$ cat src/rtl/fnd_pkg.sv
// fnd_pkg: segment patterns, digit codes, digit indices and FSM encoding for the scan receiver.
package fnd_pkg;
  localparam logic [3:0] DIG_BLANK   = 4'hF;
  localparam logic [3:0] DIG_ILLEGAL = 4'hE;
  localparam logic [6:0] SEG_0 = 7'h3F, SEG_1 = 7'h06, SEG_2 = 7'h5B, SEG_3 = 7'h4F, SEG_4 = 7'h66;
  localparam logic [6:0] SEG_5 = 7'h6D, SEG_6 = 7'h7D, SEG_7 = 7'h07, SEG_8 = 7'h7F, SEG_9 = 7'h6F;
  localparam logic [6:0] SEG_7_ALT = 7'h27, SEG_9_ALT = 7'h67, SEG_BLANK = 7'h00;
  localparam int IDX_S0 = 0, IDX_S10 = 1, IDX_M0 = 2, IDX_M10 = 3, IDX_H0 = 4, IDX_H10 = 5;
  typedef enum logic [1:0] {ST_IDLE, ST_SETTLE, ST_CAPTURE, ST_HOLD} state_e;
  function automatic logic [6:0] bcd2_to_bin(input logic [3:0] d1, input logic [3:0] d0);
    logic [6:0] a, b;
    a = (d1 > 4'd9) ? 7'd0 : {3'd0, d1};
    b = (d0 > 4'd9) ? 7'd0 : {3'd0, d0};
    return a * 7'd10 + b;
  endfunction
endpackage

$ cat src/rtl/seg7_to_bcd.sv
// seg7_to_bcd: 7-segment pattern {g..a} to digit code; blank -> F, unknown -> E with illegal flag.
module seg7_to_bcd
  import fnd_pkg::*;
(
  input  logic [6:0] seg_i,
  output logic [3:0] code_o,
  output logic       illegal_o
);
  always_comb begin
    code_o = DIG_ILLEGAL;
    case (seg_i)
      SEG_0:            code_o = 4'd0;
      SEG_1:            code_o = 4'd1;
      SEG_2:            code_o = 4'd2;
      SEG_3:            code_o = 4'd3;
      SEG_4:            code_o = 4'd4;
      SEG_5:            code_o = 4'd5;
      SEG_6:            code_o = 4'd6;
      SEG_7, SEG_7_ALT: code_o = 4'd7;
      SEG_8:            code_o = 4'd8;
      SEG_9, SEG_9_ALT: code_o = 4'd9;
      SEG_BLANK:        code_o = DIG_BLANK;
      default:          code_o = DIG_ILLEGAL;
    endcase
  end
  assign illegal_o = code_o == DIG_ILLEGAL;
endmodule

$ cat src/rtl/fnd_scan_rx.sv
// fnd_scan_rx: rebuilds BCD digits, dp mask and binary h/m/s from a 6-digit multiplexed 7-seg scan.
// FND_SCAN_RX_BLINK_HOLD_EN: blank captures keep the previous digit and are flagged on o_blank.
module fnd_scan_rx
  import fnd_pkg::*;
#(
  parameter int ENB_ACT_LOW = 1,
  parameter int SEG_ACT_LOW = 0,
  parameter int SETTLE_CYC  = 4,
  parameter int TIMEOUT_CYC = 50000
) (
  input  logic        clk,
  input  logic        rst,
  input  logic [5:0]  i_seg_enb,
  input  logic [6:0]  i_seg,
  input  logic        i_seg_dp,
  output logic [23:0] o_digit,
  output logic [5:0]  o_dp,
  output logic [6:0]  o_hour,
  output logic [6:0]  o_min,
  output logic [6:0]  o_sec,
  output logic        o_frame_valid,
  output logic        o_err,
  output logic        o_stall
`ifdef FND_SCAN_RX_BLINK_HOLD_EN
  ,
  output logic [5:0]  o_blank
`endif
);
  localparam int CW = $clog2(SETTLE_CYC + 1);
  localparam int TW = $clog2(TIMEOUT_CYC + 1);
  logic [5:0] enb_q, last_q, cap_idx_q, mask_q, mask_d, dp_q, dp_d;
  logic [6:0] seg_q, cap_seg_q, hour_q, min_q, sec_q;
  logic dp_in_q, cap_dp_q, err_q, fv_q, onehot, multi, chg, capture, frame, illegal;
  logic [3:0] code;
  logic [5:0][3:0] digit_q, digit_d;
  logic [CW-1:0] cnt_q, cnt_d;
  logic [TW-1:0] stall_q;
  state_e state_q, state_d;
`ifdef FND_SCAN_RX_BLINK_HOLD_EN
  logic [5:0] blank_q, blank_d;
`endif
  assign onehot  = enb_q != 6'd0 && (enb_q & (enb_q - 6'd1)) == 6'd0;
  assign multi   = enb_q != 6'd0 && !onehot;
  assign chg     = enb_q != last_q;
  assign capture = state_q == ST_CAPTURE;
  seg7_to_bcd u_dec (.seg_i(cap_seg_q), .code_o(code), .illegal_o(illegal));
  always_comb begin
    state_d = state_q;
    cnt_d   = cnt_q;
    if (!onehot) state_d = ST_IDLE;
    else if (state_q == ST_IDLE || chg) begin
      state_d = ST_SETTLE;
      cnt_d   = CW'(1);
    end else if (state_q == ST_SETTLE) begin
      cnt_d   = cnt_q + CW'(1);
      state_d = (cnt_d == CW'(SETTLE_CYC)) ? ST_CAPTURE : ST_SETTLE;
    end else state_d = ST_HOLD;
  end
  always_comb begin
    digit_d = digit_q;
    dp_d    = dp_q;
    mask_d  = mask_q;
`ifdef FND_SCAN_RX_BLINK_HOLD_EN
    blank_d = blank_q;
`endif
    for (int i = 0; i < 6; i++) begin
      if (capture && cap_idx_q[i]) begin
`ifdef FND_SCAN_RX_BLINK_HOLD_EN
        digit_d[i] = (code == DIG_BLANK) ? digit_q[i] : code;
        blank_d[i] = code == DIG_BLANK;
`else
        digit_d[i] = code;
`endif
        dp_d[i]   = cap_dp_q;
        mask_d[i] = 1'b1;
      end
    end
    frame = mask_d == 6'h3F;
  end
  // The sample that completed the settle count is what CAPTURE decodes.
  always_ff @(posedge clk) begin
    if (state_q == ST_SETTLE) begin
      cap_seg_q <= seg_q;
      cap_dp_q  <= dp_in_q;
      cap_idx_q <= enb_q;
    end
  end
  always_ff @(posedge clk) begin
    if (rst) begin
      enb_q   <= '0;
      last_q  <= '0;
      seg_q   <= '0;
      dp_in_q <= 1'b0;
      state_q <= ST_IDLE;
      cnt_q   <= '0;
      stall_q <= '0;
      digit_q <= {6{DIG_BLANK}};
      dp_q    <= '0;
      mask_q  <= '0;
      err_q   <= 1'b0;
      fv_q    <= 1'b0;
      hour_q  <= '0;
      min_q   <= '0;
      sec_q   <= '0;
    end else begin
      enb_q   <= (ENB_ACT_LOW != 0) ? ~i_seg_enb : i_seg_enb;
      seg_q   <= (SEG_ACT_LOW != 0) ? ~i_seg : i_seg;
      dp_in_q <= (SEG_ACT_LOW != 0) ? ~i_seg_dp : i_seg_dp;
      last_q  <= enb_q;
      state_q <= state_d;
      cnt_q   <= cnt_d;
      stall_q <= (onehot && chg) ? '0 : (stall_q == TW'(TIMEOUT_CYC)) ? stall_q : stall_q + TW'(1);
      digit_q <= digit_d;
      dp_q    <= dp_d;
      mask_q  <= frame ? 6'd0 : mask_d;
      err_q   <= err_q | multi | (capture & illegal);
      fv_q    <= frame;
      if (frame) begin
        hour_q <= bcd2_to_bin(digit_d[IDX_H10], digit_d[IDX_H0]);
        min_q  <= bcd2_to_bin(digit_d[IDX_M10], digit_d[IDX_M0]);
        sec_q  <= bcd2_to_bin(digit_d[IDX_S10], digit_d[IDX_S0]);
      end
    end
  end
`ifdef FND_SCAN_RX_BLINK_HOLD_EN
  always_ff @(posedge clk) blank_q <= rst ? 6'd0 : blank_d;
  assign o_blank = blank_q;
`endif
  assign o_digit       = digit_q;
  assign o_dp          = dp_q;
  assign o_hour        = hour_q;
  assign o_min         = min_q;
  assign o_sec         = sec_q;
  assign o_frame_valid = fv_q;
  assign o_err         = err_q;
  assign o_stall       = stall_q == TW'(TIMEOUT_CYC);
endmodule

$ cat config.mk
export PLATFORM = sky130hd
export DESIGN_NAME = fnd_scan_rx
export DESIGN_NICKNAME = d
export VERILOG_FILES = /design/src/rtl/fnd_pkg.sv /design/src/rtl/seg7_to_bcd.sv /design/src/rtl/fnd_scan_rx.sv
export SDC_FILE = /design/constraint.sdc
export NUM_CORES = 1
export LEC_CHECK = 0
export ABC_AREA = 1
export CAP_MARGIN = 10
export CORE_MARGIN = 2
export CORE_UTILIZATION = 50
export CTS_CLUSTER_DIAMETER = 60
export DETAILED_ROUTE_END_ITERATION = 8
export PLACE_DENSITY = 0.73
export SYNTH_ARGS = -nofsm -noshare
export SYNTH_HDL_FRONTEND = slang
export SYNTH_SLANG_ARGS = --single-unit
$ cat constraint.sdc
create_clock -name clk -period 4.49 [get_ports clk]
set_clock_uncertainty 0.05 [all_clocks]
set_input_delay 0.898 -clock clk [delete_from_list [all_inputs] [get_ports clk]]
set_output_delay 0.898 -clock clk [all_outputs]
set_load 0.05 [all_outputs]
**After elaboration in Yosys (flattened, before gate mapping)**

Index checks and enable logic that the tools add are counted.

- Flip-flop bits (word level): 114
- Word-level logic and storage cells: 116
- Input port bits: 16
- Output and inout port bits: 54

- Muxes and demuxes: 24
- Bitwise gates (word level): 6
- Add/sub/neg operators: 6
- Reduce and logical (&&, ||, !) cells: 23
- Order comparisons: 6
- Equal/unequal tests: 19
- Multiply operators: 3

Operator list:

| kind | number |
|---|---|
| $eq 7x7->1 const B | 8 |
| $mux 4 | 12 |
| $pmux 4 s11 | 1 |
| $gt 4x4->1 const B | 6 |
| $add 7x4->7 | 3 |
| $mul 4x3->6 const B | 3 |
| $add 16x1->16 const B | 1 |
| $eq 16x16->1 const B | 1 |
| $eq 7x3->1 const B | 2 |
| $eq 7x6->1 const B | 2 |
| $reduce_or 2->1 | 5 |
| $logic_and 1x1->1 | 9 |
| $logic_not 7->1 | 1 |
| $mux 1 | 7 |
| $and 6x6->6 | 1 |
| $eq 6x6->1 const B | 1 |
| $logic_not 6->1 | 1 |
| $mux 3 | 2 |
| $ne 6x6->1 | 1 |
| $not 6->6 | 1 |
| $reduce_bool 6->1 | 1 |
| $sub 6x1->6 const B | 1 |
| $eq 4x4->1 const B | 1 |
| $mux 2 | 2 |
| other kinds (13) | 14 |

**Depth between registers and ports, before layout**

Gate-level depths: netlist (run 1).

- Depth in word-level cells: 8
- Depth in mapped cells: 24

**Cells and area by module**

A second synthesis (run 1) with hierarchy kept.

- Cell total of the unflattened synthesis: 732
- Area, all modules: 5505.3 um2

Modules (own cells, without submodules):

| module | area each (um2) | instances | cells each |
|---|---|---|---|
| fnd_scan_rx | 5208.7 | 1 | 670 |
| seg7_to_bcd | 296.5 | 1 | 62 |

**Worst setup path before layout (run 1)**

No wires, ideal clock.

- Path type: register to register
- From: reg cap_seg_q[6]
- To: reg sec_q[6], in the netlist o_sec[6]
- Setup time: 113 ps
- Arrival time: 3138 ps
- Stages on the path, launching flop included: 21
- Slack: 1188 ps
- Cell sequence: edfxtp_1 > inv_1 > nand2_1 > nor2_1 > nand2_2 > nand2_2 > nor2_4 > nand2_4 > nand2_4 > o21ai_2 > inv_1 > nor2_1 > ha_1 > ha_1 > fa_1 > inv_1 > nor3_1 > xor2_1 > or2_1 > nand3_1 > nand2_1

- Word-level cells in the longest chain between the ends: 8

RTL lines:

| what | line | RTL |
|---|---|---|
| from (decl) | fnd_scan_rx.sv:32 | `logic [6:0] seg_q, cap_seg_q, hour_q, min_q, sec_q;` |
| from (signal assigned) | fnd_scan_rx.sv:83 | `cap_seg_q <= seg_q;` |
| $eq 7x7->1 (tied with other cells) | seg7_to_bcd.sv:11 | `case (seg_i)` |
| $reduce_or 2->1 | seg7_to_bcd.sv:11 |  |
| $pmux 4 s11 (*) | seg7_to_bcd.sv:11 |  |
| $mux 4 | fnd_scan_rx.sv:67 | `if (capture && cap_idx_q[i]) begin` |
| $gt 4x4->1 | fnd_pkg.sv:12 | `a = (d1 > 4'd9) ? 7'd0 : {3'd0, d1};` |
| $mux 4 | fnd_pkg.sv:12 |  |
| $mul 4x3->6 | fnd_pkg.sv:14 | `return a * 7'd10 + b;` |
| $add 7x4->7 (*) | fnd_pkg.sv:14 |  |
| to (signal assigned) | fnd_scan_rx.sv:121 | `sec_q <= bcd2_to_bin(digit_d[IDX_S10], digit_d[IDX_S0]);` |
| to (decl) | fnd_scan_rx.sv:32 |  |

Every way passes the cells marked *; elsewhere a longest branch is shown, timed or not.
A chain may end at the register's enable or synchronous reset.

**Final worst setup path (run 1)**

- From: reg cap_seg_q[6]
- To: reg min_q[6], in the netlist o_min[6]

- Word-level cells in the longest chain between the ends: 8

RTL lines:

| what | line | RTL |
|---|---|---|
| $eq 7x7->1 (tied with other cells) | seg7_to_bcd.sv:11 |  |
| $reduce_or 2->1 | seg7_to_bcd.sv:11 |  |
| $pmux 4 s11 (*) | seg7_to_bcd.sv:11 |  |
| $mux 4 | fnd_scan_rx.sv:67 |  |
| $gt 4x4->1 | fnd_pkg.sv:12 |  |
| $mux 4 | fnd_pkg.sv:12 |  |
| $mul 4x3->6 | fnd_pkg.sv:14 |  |
| $add 7x4->7 (*) | fnd_pkg.sv:14 |  |
| to (signal assigned) | fnd_scan_rx.sv:120 | `min_q <= bcd2_to_bin(digit_d[IDX_M10], digit_d[IDX_M0]);` |
| to (decl) | fnd_scan_rx.sv:32 |  |

Marks and branches as above.

==> results.md, run 1 <==
Outcome:
- The flow ran to the end, and the final reports show no timing, DRC or antenna violations.

Floorplan:
- In this run the count of I/O pins placed on the die edge is 70.
- The initial standard-cell utilization of the core is 0.515.
- The die covers 11500 sq um.
- The die height is 107 um.
- The die is 107 um wide.
- The number of standard-cell rows in the floorplan is 37.
- In this run the standard cell core region covers 10300 sq um.

Final layout:
- The multi-input logic area is 2540 sq um.
- 0 antenna diodes ended up in the layout.
- Counting the fill cells in the layout gives 879.
- The signed area change from the synthesized netlist to the final layout is 25.8%.
- The number of nets in the layout is 770.
- Registers take 2420 sq um.
- In the final layout, the share of cells above drive strength 1 is 0.114.

Yosys:
- The post-synthesis register bit count is 114.
- After synthesis the cells add up to 5310 sq um.
- The number of distinct library cell variants in the gate-level netlist after synthesis is 44.
- The primary flip-flop cell chosen by synthesis mapping is sky130_fd_sc_hd__dfxtp_1.
- Of the post-synthesis cell area, the dominant cell type holds 0.377.
- The gate count after technology mapping is 649.
- The net count of the mapped netlist is 693.
- By area the synthesized netlist is led by sky130_fd_sc_hd__dfxtp_1 (38%), sky130_fd_sc_hd__nand2_1 (9.6%), sky130_fd_sc_hd__edfxtp_1 (7.9%).
- During synthesis, Yosys emitted a total of 0 warnings.
- The average cell area after synthesis is 8.19 sq um.
- Counting flops with an async set or reset pin after synthesis yields a share of 0.
- Sorting the synthesized cells by how often they occur yields sky130_fd_sc_hd__nand2_1 (136), sky130_fd_sc_hd__dfxtp_1 (100), sky130_fd_sc_hd__inv_1 (73).
- The library cell with the highest instance count after synthesis is sky130_fd_sc_hd__nand2_1.
- The share of the yosys chip area belonging to registers is 0.456.
- Yosys mapped a number of flops with a built-in enable equal to 14.
- Summed over all instances, the cell type with the most area after synthesis is sky130_fd_sc_hd__dfxtp_1.

Pwr:
- After layout, the design draws a total of 2.45 mW.
- For this design the ratio of total power to cell area is 366 nW/um^2.
- The maximum vdd drop is 0.267 mV.
- In this run the static leakage power is 2.92 nW.

Worst setup path:
- Traced cell by cell, the critical path runs through inv_1 > nand2_1 > nor2_1 > nand2_2 > nand2_2 > nor2_4 > nand2_4 > nand2_4 > o21ai_2 > inv_1 > nor2_1 > ha_1 > ha_1 > fa_1 > inv_1 > nor3_1 > xor2_1 > or2_1 > nand2_1 > nand2_1.
- The slowest cell on the critical path is sky130_fd_sc_hd__fa_1.
- The critical path launch point type is a flip-flop.
- The type of destination of the critical path is a flip-flop.
- The largest fanout on the critical path is 14.
- The gate family responsible for the most delay along the worst path is simple AND/OR/NAND/NOR gates.
- Counting both buffers and inverters, the worst setup path holds a total of 3.
- Data on the critical path arrives at its endpoint at 4.04 ns.
- The delay of the slowest cell on the worst path is 0.47 ns.
- The start-to-end type of the worst setup path is flip-flop to flip-flop.
- STA puts the critical path data required time at 4.84 ns.

Clock tree:
- No sink is reached through more buffers than the 2 on the longest clock path.
- The buffer cell driving the clock tree root is sky130_fd_sc_hd__clkbuf_8.
- The level count of the clock H-tree is 4.
- The hold buffer count at cts is 0.
- The clock transition at the registers of the reported paths is 0.05 ns.
- The number of buffers added by the clock tree synthesis step is 17.
- The post-CTS resize count is 0.
- Once the clock tree was built, the setup fixing pass inserted 0 buffers.
- The TritonCTS clock tree is yes.
- The number of clock sinks is 114.
- For the worst-skew pair, the clock arrives at the later sink with an insertion delay of 0.51 ns.

GRT:
- The initial antenna violation count is 0.
- The global-route wire length before repair is 19.6 mm.
- The combined global-route utilization of all metal layers is 0.217.
- Entering global routing, the biggest net connects 31 pins.
- After global routing the overflow that remains totals 0.
- The number of global-route vias before repair is 4379.

Worst hold path:
- The class of the worst hold path is flip-flop to flip-flop.

Timing:
- Setup repair after global routing left no endpoint under its margin.
- Across all hold checks on the routed design, the worst slack comes to 0.354 ns.
- In the finished design, the share of the clock period the worst path needs comes to 0.821.
- Derived from the worst setup path, the maximum achievable clock frequency is 271 MHz.
- The total setup violations reported at the end of the flow is 0.
- The final hold violation count is 0.
- The worst path needs 3.69 ns of the cycle, external delays included.
- The worst slew margin relative to its limit is 0.271.
- The measured slew at the worst slew-check pin is 1.09 ns.
- The number of pins with negative max-slew slack in the final report is 0.
- Setup total negative slack on the finished layout was measured at 0 ns.

Routing:
- In this run the remaining antenna-violating nets after routing total 0.
- The total wire length after detailed routing is 11.6 mm.
- The final route contains 4403 vias.
- The iteration count of the initial detailed-routing pass is 5.
- Dividing the detail-routed via count by the number of cells gives 5.03.
- The count of routing violations after the opening detailed-route iteration is 226.
- The routed wirelength normalized by instance count is 13.2 um.
- After detailed routing, the number of remaining DRC violations is 0.

Run:
- The max-cap check violation count is 0.

Placement:
- The half-perimeter wire length after placement is 8.39 mm.
- The routability congestion estimate is 0.855.
- In this run the tool buffered the top-level ports with 69 buffer cells.
==> final cells by class <==
| class | instances | area share |
|---|---|---|
| inverter | 77 | 0.0432 |
| clock buffer | 19 | 0.0631 |
| tap | 136 | 0.0255 |
| clock inverter | 13 | 0.0213 |
| multi-input combinational | 446 | 0.380 |
| sequential | 114 | 0.362 |
| timing repair buffer | 70 | 0.104 |
==> cells by family after synthesis <==
group,share of synthesized area
AO/OA/AOI/OAI,0.0893
XOR/XNOR,0.0313
buffers and inverters,0.0659
adder cells (fa/ha/maj),0.0730
AND/OR/NAND/NOR,0.283
multiplexers,0.00188
flip-flops,0.456
==> where the power goes <==
| part | switching, mW | internal [mW] |
|---|---|---|
| logic | 0.0620 | 0.0353 |
| registers | 0.0150 | 1.06 |
| clock network | 0.445 | 0.832 |
| total | 0.522 | 1.92 |
==> flip-flops by register name, indices dropped and copies added, names as in the netlist, 2 cells and up <==
signal / cells
stall_q: 16
o_hour: 7
cap_seg_q: 7
enb_q: 6
o_min: 7
state_q: 2
cnt_q: 3
o_sec: 7
seg_q: 7
last_q: 6
mask_q: 6
o_digit: 24
cap_idx_q: 6
o_dp: 6
==> routing by layer <==
metal	GRT usage	vias to the layer above	wire (um)
li1	-	2263	-
met1	0.258	2000	5150
met2	0.365	114	5640
met3	0.0486	26	535
met4	0.110	0	271
met5	0	-	0
==> cell usage in the layout (no fill, tap or decap), types with 4 or more instances in the layout <==
cell and instances:
sky130_fd_sc_hd__ha_1 23, sky130_fd_sc_hd__o21ai_0 23, sky130_fd_sc_hd__edfxtp_1 14, sky130_fd_sc_hd__inv_1 73, sky130_fd_sc_hd__a21oi_1 28, sky130_fd_sc_hd__xnor2_1 5
sky130_fd_sc_hd__nor3_1 10, sky130_fd_sc_hd__a31oi_1 6, sky130_fd_sc_hd__clkbuf_16 16, sky130_fd_sc_hd__nor2_4 6, sky130_fd_sc_hd__nand3_1 35, sky130_fd_sc_hd__or2_1 4
sky130_fd_sc_hd__nand2_1 136, sky130_fd_sc_hd__xor2_1 14, sky130_fd_sc_hd__nor2_1 72, sky130_fd_sc_hd__dfxtp_1 100, sky130_fd_sc_hd__fa_1 5, sky130_fd_sc_hd__a22o_1 6
sky130_fd_sc_hd__inv_2 4, sky130_fd_sc_hd__nand2_2 14, sky130_fd_sc_hd__clkdlybuf4s50_1 69, sky130_fd_sc_hd__clkinv_2 6, sky130_fd_sc_hd__or2_2 13, sky130_fd_sc_hd__nor2_2 7
sky130_fd_sc_hd__nand4_1 6
==> worst reg2reg max path: cells and delay by family (launching register included) <==
kind            cells  cell delay [ns]
xor+xnor            1             0.11
flops               1             0.45
buf+inv             3             0.26
simple gates       12             1.55
compound gates      1             0.18
fa+ha+maj           3             0.97
==> stage by stage <==
stage | area, sq um | setup WS (ns) | util | std cells
after detailed placement | 6120 | 0.832 | 0.593 | 843
after global placement | 6120 | 0.993 | 0.593 | 843
after floorplan | 5310 | 1.19 | - | 649
final | 6680 | 0.804 | 0.647 | 875
after global routing | 6680 | 0.483 | 0.647 | 875
after CTS | 6680 | 0.831 | 0.647 | 875
==> final timing paths <==
kind,start,endpoint,slack [ns],cells after the start
worst max-delay path,cap_seg_q[6]$_DFFE_PP_,o_min[6]$_SDFFE_PP0P_,0.80,20
worst min-delay path,seg_q[1]$_SDFF_PP0_,cap_seg_q[1]$_DFFE_PP_,0.35,0
worst min register to register,seg_q[1]$_SDFF_PP0_,cap_seg_q[1]$_DFFE_PP_,0.35,0
worst max register to register,cap_seg_q[6]$_DFFE_PP_,o_min[6]$_SDFFE_PP0P_,0.80,20
No activity file was read; power rests on OpenSTA's default activity.
==> run 2, diff against run 1 <==
--- a/config.mk
+++ b/config.mk
@@ -11,7 +11,7 @@
 export CORE_UTILIZATION = 50
 export CTS_CLUSTER_DIAMETER = 60
 export DETAILED_ROUTE_END_ITERATION = 8
-export PLACE_DENSITY = 0.73
+export PLACE_DENSITY = 0.76
 export SYNTH_ARGS = -nofsm -noshare
 export SYNTH_HDL_FRONTEND = slang
 export SYNTH_SLANG_ARGS = --single-unit
==> constraint.sdc (replaced) <==
create_clock -name clk -period 3.3 [get_ports clk]
set_clock_uncertainty 0.05 [all_clocks]
set_input_delay 0.66 -clock clk [delete_from_list [all_inputs] [get_ports clk]]
set_output_delay 0.66 -clock clk [all_outputs]
set_load 0.05 [all_outputs]
==> results.md, run 2 (synthesis results as in run 1) <==
Routing:
- The iteration count of the initial detailed-routing pass came to 7 (+2).
- The total wire length after detailed routing is 13.0 mm (+12%).
- The via count was 4736 (+7.6%).
- The via count normalized by instance count is 5.15 (+2.4%).
- The wire length on met3 is 606 um (+13%).
- The highest layer touched by signal routing is met4.
- The post-route met1 wirelength came to 5.28 mm (+2.5%).
- The wire length on met2 is 6.71 mm (+19%).
- The routed wirelength normalized by instance count was 14.2 um (+7.1%).
- The detailed-route DRC error count came to 0 (unchanged).
- The final antenna-violating net count is 0 (unchanged).
- The count of routing violations after the opening detailed-route iteration is 244 (+8.0%).

GRT:
- The initial antenna violation count was 0 (unchanged).
- The number of global-route vias before repair was 4531 (+3.5%).
- The largest net degree at the start of global routing is 25 (-19%).
- The global-route wire length before repair is 20.3 mm (+3.5%).
- The residual overflow from global routing is 0 (unchanged).
- The combined global-route utilization of all metal layers came to 0.224 (+0.00758).

Worst setup path:
- The data required time of the critical path came to 3.66 ns (-1.18 ns).
- The largest fanout on the critical path was 7 (-7).
- The cell count along the critical path is 20 (unchanged).
- The slowest stage of the critical path belongs to the cell sky130_fd_sc_hd__fa_1.
- The endpoint of the most critical setup path is o_sec[6]$_SDFFE_PP0P_.
- The worst endpoint data arrival time is 3.73 ns (-0.31 ns).
- Tracing the worst setup path back leads to its startpoint at cap_seg_q[4]$_DFFE_PP_.
- The buffering stage count on the worst path with inverters included is 3 (unchanged).
- The worst register-to-register path begins at cap_seg_q[4]$_DFFE_PP_.
- The type of destination of the critical path is a flip-flop.
- The critical path launch point type is a flip-flop.
- The worst-case register-to-register setup slack is -0.06 ns (-0.87 ns).
- Broken down by cell family, the worst path's largest delay share belongs to simple AND/OR/NAND/NOR gates.
- The depth of the worst register-to-register path is 20 (unchanged).
- The start-to-end type of the worst setup path is flip-flop to flip-flop.
- The delay of the slowest cell on the worst path was 0.49 ns (+0.02 ns).
- The critical path goes through inv_1 > nand2_1 > nor2_2 > nand2_2 > nand3_4 > nor2_4 > nand2_4 > nand2_4 > o21ai_4 > inv_2 > nor2_4 > ha_4 > ha_4 > fa_1 > inv_2 > nor3_2 > xor2_1 > or2_1 > nand3_1 > nand2_1.
- The endpoint of the worst register-to-register path is o_sec[6]$_SDFFE_PP0P_.

Outcome:
- The flow ran to the end, but the final reports show violations.
- The checks that failed: negative setup slack.

Final layout:
- The flip-flop count of the largest register after layout is 24 (unchanged).
- The share of the core filled with cells in the final layout is 0.713 (+0.0652).
- From synthesis to final layout, the design area changed by 38.5%.
- In the layout the commonest cells are sky130_fd_sc_hd__nand2_1 (133), sky130_fd_sc_hd__dfxtp_1 (100), sky130_fd_sc_hd__inv_1 (68), sky130_fd_sc_hd__clkdlybuf4s50_1 (68), sky130_fd_sc_hd__nor2_1 (62).
- Leaving out fill and tap cells, the most frequent cell in the layout is sky130_fd_sc_hd__nand2_1.
- The number of nets in the layout was 814 (+5.7%).
- The share of cells above drive strength 1 is 0.225 (+0.111).
- The final cell area excluding filler cells is 7360 sq um (+10%).
- The number of antenna diodes is 0 (unchanged).

Worst hold path:
- The class of the worst hold path is flip-flop to flip-flop.

Floorplan:
- The number of top-level design ports is 70 (unchanged).
- The core box area is 10300 sq um (unchanged).
- The die height is 107 um (unchanged).
- The number of standard-cell rows in the floorplan is 37 (unchanged).
- The die outline area is 11500 sq um (unchanged).
- The width of the chip is 107 um (unchanged).
- The initial standard-cell utilization of the core is 0.515 (unchanged).

Clock tree:
- The TritonCTS clock tree is yes.
- The buffer cell driving the clock tree root is sky130_fd_sc_hd__clkbuf_8.
- The number of buffers added by the clock tree synthesis step is 17 (unchanged).
- The largest buffer count on any clock path is 2 (unchanged).
- The clock transition at the registers of the reported paths is 0.06 ns (about the same).
- The level count of the clock H-tree is 4 (unchanged).
- The hold buffer count at cts is 0 (unchanged).
- The clock insertion delay at the later pin of the skew report was 0.52 ns (about the same).
- The number of clock sinks is 114 (unchanged).

Pwr:
- The maximum vdd drop was 0.300 mV (+13%).
- The leakage power figure is 3.16 nW (+8.4%).
- The cell area power density is 472 nW/um^2 (+29%).

Placement:
- The routability congestion estimate was 0.900 (+5.2%).
- The half-perimeter wire length after placement is 8.71 mm (+3.9%).
- The area after detailed placement is 6310 sq um (+3.1%).
- The number of I/O port buffers is 69 (unchanged).

Timing:
- The worst slew margin relative to its limit is 0.258 (-0.0131).
- Setup repair after global routing could not meet its margin everywhere.
- The final critical-path setup slack is -0.0646 ns (-0.869 ns).
- The final critical delay including setup and external delays is 3.36 ns (-0.321 ns).
- The number of pins with negative max-slew slack in the final report was 0 (unchanged).
- The final hold violation count is 0 (unchanged).
- The peak clock frequency supported by timing is 297 MHz (+9.6%).
- The share of the cycle needed by the critical path after routing is 1.02 (+0.199).
- The measured slew at the worst slew-check pin is 1.11 ns (+0.0196 ns).
- The total setup violations reported at the end of the flow was 2 (+2).

Run:
- The max-cap check violation count is 0 (unchanged).
[run 2: changes by cell type in the layout (fill, tap and decap cells not counted), moves of 6 or more]
cell and delta:
sky130_fd_sc_hd__ha_1 -9, sky130_fd_sc_hd__ha_4 +6, sky130_fd_sc_hd__buf_4 +45, sky130_fd_sc_hd__nor2_1 -10, sky130_fd_sc_hd__nor2_4 +6
[run 2: how the worst min path moves through the flow]
stage	from	endpoint	slack, ns	depth (start not counted)
2_1_floorplan	dp_in_q$_SDFF_PP0_	cap_dp_q$_DFFE_PP_	0.34	0
3_3_place_gp	seg_q[1]$_SDFF_PP0_	cap_seg_q[1]$_DFFE_PP_	0.34	0
3_5_place_dp	seg_q[0]$_SDFF_PP0_	cap_seg_q[0]$_DFFE_PP_	0.34	0
4_1_cts	seg_q[0]$_SDFF_PP0_	cap_seg_q[0]$_DFFE_PP_	0.35	0
5_1_grt	seg_q[2]$_SDFF_PP0_	cap_seg_q[2]$_DFFE_PP_	0.36	0
6_report	seg_q[0]$_SDFF_PP0_	cap_seg_q[0]$_DFFE_PP_	0.35	0
[run 2: timing repair]
item	4_1_cts	5_1_grt
setup endpoints to repair	3	9
resized for setup	26	39
setup buffers	10	9
hold endpoints to repair	0	0
pin swaps	15	30
[run 2: final cells by class]
class / count / area, sq um
clock buffer: 18 / 418
clock inverter: 14 / 188
fill: 721 / 2970
inverter: 77 / 289
multi-input combinational: 446 / 2840
sequential: 114 / 2420
tap: 136 / 170
timing repair buffer: 114 / 1030
[run 2: through the flow]
stage | setup WS (ns) | hold slack, ns | instances | total power, mW | TNS [ns]
after floorplan | 0.0205 | 0.336 | 649 | 1.57 | 0
after global routing | -0.234 | 0.361 | 919 | 3.59 | -0.995
after global placement | 0.0494 | 0.336 | 868 | 1.61 | 0
after detailed placement | -0.101 | 0.339 | 868 | 1.62 | -0.256
after CTS | -0.00520 | 0.355 | 910 | 3.49 | -0.00520
final | -0.0646 | 0.352 | 919 | 3.47 | -0.0749
[run 2: power by group]
group          internal (mW)  switching (mW)  total (mW)
clock network           1.22           0.646        1.87
registers               1.44          0.0209        1.46
logic                 0.0548          0.0900       0.145
total                   2.71           0.757        3.47
[run 2: layer usage]
metal,global-route usage,vias up
met3,0.0608,39
met2,0.385,138
met4,0.111,0
met5,0,-
met1,0.256,2211
li1,-,2348
==> run 3, diff against run 2 <==
--- a/config.mk
+++ b/config.mk
@@ -6,12 +6,11 @@
 export NUM_CORES = 1
 export LEC_CHECK = 0
 export ABC_AREA = 1
-export CAP_MARGIN = 10
 export CORE_MARGIN = 2
-export CORE_UTILIZATION = 50
+export CORE_UTILIZATION = 45
 export CTS_CLUSTER_DIAMETER = 60
 export DETAILED_ROUTE_END_ITERATION = 8
-export PLACE_DENSITY = 0.76
+export PLACE_DENSITY = 0.7
 export SYNTH_ARGS = -nofsm -noshare
 export SYNTH_HDL_FRONTEND = slang
 export SYNTH_SLANG_ARGS = --single-unit
==> results.md, run 3 (synthesis results as in run 1) <==
Floorplan:
- The initial standard-cell utilization of the core is 0.463 (-0.0513).
- The number of top-level design ports is 70 (unchanged).
- The die outline area is 12700 sq um (+11%).
- The width of the chip was 113 um (+5.2%).
- The core box area is 11500 sq um (+11%).
- The number of standard-cell rows in the floorplan is 39 (+5.4%).
- The die height is 113 um (+5.2%).

Timing:
- The setup TNS was -0.412 ns (-0.337 ns).
- The total setup violations reported at the end of the flow is 3 (+1).
- The final hold violation count is 0 (unchanged).
- The number of pins with negative max-slew slack in the final report is 0 (unchanged).
- The worst hold margin was 0.349 ns (-0.00313 ns).
- The final critical delay including setup and external delays is 3.46 ns (+0.0983 ns).
- The measured slew at the worst slew-check pin was 1.04 ns (-0.0660 ns).
- The peak clock frequency supported by timing came to 289 MHz (-2.8%).
- The final critical-path setup slack is -0.163 ns (-0.0983 ns).
- The worst slew margin relative to its limit is 0.302 (+0.0442).
- Setup repair after global routing could not meet its margin everywhere.
- The share of the cycle needed by the critical path after routing came to 1.05 (+0.0298).

Final layout:
- The number of nets in the layout came to 811 (-0.37%).
- The number of fill cells is 926 (+28%).
- The library cell used most frequently in the layout, excluding fill and tap cells, is sky130_fd_sc_hd__nand2_1.
- The share of cells above drive strength 1 came to 0.226 (+0.000865).
- The flip-flop count of the largest register after layout was 24 (unchanged).
- The number of antenna diodes came to 0 (unchanged).
- From synthesis to final layout, the design area changed by 37.6%.
- Leaving out fill and tap cells, the most frequent cells in the layout are sky130_fd_sc_hd__nand2_1 (132), sky130_fd_sc_hd__dfxtp_1 (100), sky130_fd_sc_hd__inv_1 (68), sky130_fd_sc_hd__clkdlybuf4s50_1 (68), sky130_fd_sc_hd__nor2_1 (61).

Worst setup path:
- The data required time of the critical path came to 3.56 ns (-0.10 ns).
- The type of destination of the critical path is a flip-flop.
- The worst endpoint data arrival time is 3.73 ns (about the same).
- The signal on the critical path passes through inv_1 > nand2_1 > nor2_2 > nand2_2 > nand3_4 > nor2_4 > nand2_4 > nand2_4 > o21ai_4 > inv_2 > nor2_4 > ha_4 > ha_4 > fa_1 > inv_2 > nor3_2 > xor2_1 > or2_1 > nand3_1 > nand2_1.
- The critical path in this run is classified as flip-flop to flip-flop.
- The delay of the slowest cell on the worst path is 0.51 ns (+0.02 ns).
- STA classifies the critical path startpoint as a flip-flop.
- The cell family contributing the most delay on the critical path is simple AND/OR/NAND/NOR gates.
- On the critical path, the stage with the largest delay is an instance of sky130_fd_sc_hd__fa_1.
- The largest fanout on the critical path was 8 (+1).
- The buffering stage count on the worst path with inverters included is 3 (unchanged).

Run:
- The max-cap check violation count was 0 (unchanged).

Clock tree:
- The buffer cell driving the clock tree root is sky130_fd_sc_hd__clkbuf_16.
- The largest buffer count on any clock path came to 2 (unchanged).
- The number of buffers added by the clock tree synthesis step was 17 (unchanged).
- The clock transition at the registers of the reported paths is 0.06 ns (about the same).
- The TritonCTS clock tree is yes.
- The clock insertion delay at the later pin of the skew report came to 0.42 ns (-0.10 ns).
- The hold buffer count at cts is 0 (unchanged).
- The number of clock sinks is 114 (unchanged).
- The level count of the clock H-tree is 4 (unchanged).

Outcome:
- The final reports fail on negative setup slack.
- The flow ran to the end, but the final reports show violations.

Routing:
- The via count is 4702 (-0.72%).
- The detailed-route DRC error count is 0 (unchanged).
- The iteration count of the initial detailed-routing pass was 5 (-2).
- The total wire length after detailed routing is 13.1 mm (+0.42%).
- The count of routing violations after the opening detailed-route iteration is 293 (+20%).
- The via count normalized by instance count is 5.09 (-1.1%).
- The final antenna-violating net count is 0 (unchanged).
- The routed wirelength normalized by instance count came to 14.2 um (about the same).

GRT:
- The combined global-route utilization of all metal layers is 0.197 (-0.0277).
- The global-route wire length before repair is 20.2 mm (-0.27%).
- The residual overflow from global routing is 0 (unchanged).
- The largest net degree at the start of global routing was 25 (unchanged).
- The number of global-route vias before repair is 4486 (-0.99%).
- The initial antenna violation count came to 0 (unchanged).

Worst hold path:
- The class of the worst hold path is flip-flop to flip-flop.

Placement:
- The half-perimeter wire length after placement is 8.87 mm (+1.8%).
- The worst setup slack before clock tree synthesis is -0.127 ns (-0.0261 ns).
- The routability congestion estimate is 0.873 (-2.9%).
- The number of I/O port buffers came to 69 (unchanged).

Pwr:
- The cell area power density came to 462 nW/um^2 (-2.0%).
- The maximum vdd drop was 0.285 mV (-5.1%).
- The leakage power figure came to 3.13 nW (-1.1%).
-- run 3: changes by cell type in the layout (fill, tap and decap cells not counted), moves of 3 or more --
cell,previous run,this run
sky130_fd_sc_hd__ha_2,3,0
sky130_fd_sc_hd__buf_6,0,3
sky130_fd_sc_hd__nand2_2,15,18
sky130_fd_sc_hd__buf_4,46,39
sky130_fd_sc_hd__ha_1,14,17
sky130_fd_sc_hd__o21ai_2,3,6
-- run 3: layout make-up --
| cell class | count | area (sq um) | share of cell area |
|---|---|---|---|
| clock buffers | 18 | 439 | 0.0601 |
| clock inverters | 14 | 139 | 0.0190 |
| inverters | 77 | 292 | 0.0399 |
| multi-input cells | 446 | 2810 | 0.385 |
| flip-flops and latches | 114 | 2420 | 0.331 |
| well taps | 143 | 179 | 0.0245 |
| repair buffers | 111 | 1030 | 0.141 |
-- run 3: metrics by stage --
step	cells	utilization	power, mW	instance area [sq um]
floorplan	649	-	1.57	5320
global placement	874	0.550	1.62	6310
detailed placement	874	0.550	1.62	6310
CTS	910	0.608	3.38	6980
global route	923	0.637	3.47	7310
finish	923	0.637	3.38	7310
-- run 3: worst paths after layout --
check,startpoint,endpoint,slack (ns),cells after the start
setup / recovery,cap_seg_q[4]$_DFFE_PP_,o_sec[6]$_SDFFE_PP0P_,-0.16,20
hold / removal,seg_q[4]$_SDFF_PP0_,cap_seg_q[4]$_DFFE_PP_,0.35,0
setup reg to reg,cap_seg_q[4]$_DFFE_PP_,o_sec[6]$_SDFFE_PP0P_,-0.16,20
hold reg to reg,seg_q[4]$_SDFF_PP0_,cap_seg_q[4]$_DFFE_PP_,0.35,0
-- run 3: where the power goes --
| part | internal, mW | leakage, nW | total (mW) | switching [mW] |
|---|---|---|---|---|
| Combinational | 0.0551 | 1.90 | 0.145 | 0.0902 |
| Clock | 1.12 | 0.273 | 1.77 | 0.651 |
| Sequential | 1.44 | 0.954 | 1.46 | 0.0219 |
-- run 3: what timing repair did --
item | 4_1_cts | 5_1_grt
pin swaps | 2 | 31
endpoints found under the setup margin | 4 | 7
gates resized for setup | 14 | 52
gates cloned | 0 | 0
setup buffers | 4 | 13
-- run 3: routing by layer --
layer / share of wire / vias to the layer above / track usage
li1: - / 2339 / -
met1: 0.42 / 2185 / 0.230
met3: 0.056 / 24 / 0.0491
met4: 0.017 / 0 / 0.0699
met5: 0 / - / 0
met2: 0.51 / 154 / 0.349
-- run 3: worst reg2reg max path: stages, from the launching register on --
cell,delay [ns]
sky130_fd_sc_hd__edfxtp_1,0.48
sky130_fd_sc_hd__inv_1,0.10
sky130_fd_sc_hd__nand2_1,0.06
sky130_fd_sc_hd__nor2_2,0.17
sky130_fd_sc_hd__nand2_2,0.12
sky130_fd_sc_hd__nand3_4,0.12
sky130_fd_sc_hd__nor2_4,0.06
sky130_fd_sc_hd__nand2_4,0.11
sky130_fd_sc_hd__nand2_4,0.10
sky130_fd_sc_hd__o21ai_4,0.19
sky130_fd_sc_hd__inv_2,0.09
sky130_fd_sc_hd__nor2_4,0.15
sky130_fd_sc_hd__ha_4,0.22
sky130_fd_sc_hd__ha_4,0.15
sky130_fd_sc_hd__fa_1,0.51
sky130_fd_sc_hd__inv_2,0.05
sky130_fd_sc_hd__nor3_2,0.21
sky130_fd_sc_hd__xor2_1,0.11
sky130_fd_sc_hd__or2_1,0.22
sky130_fd_sc_hd__nand3_1,0.07
sky130_fd_sc_hd__nand2_1,0.05
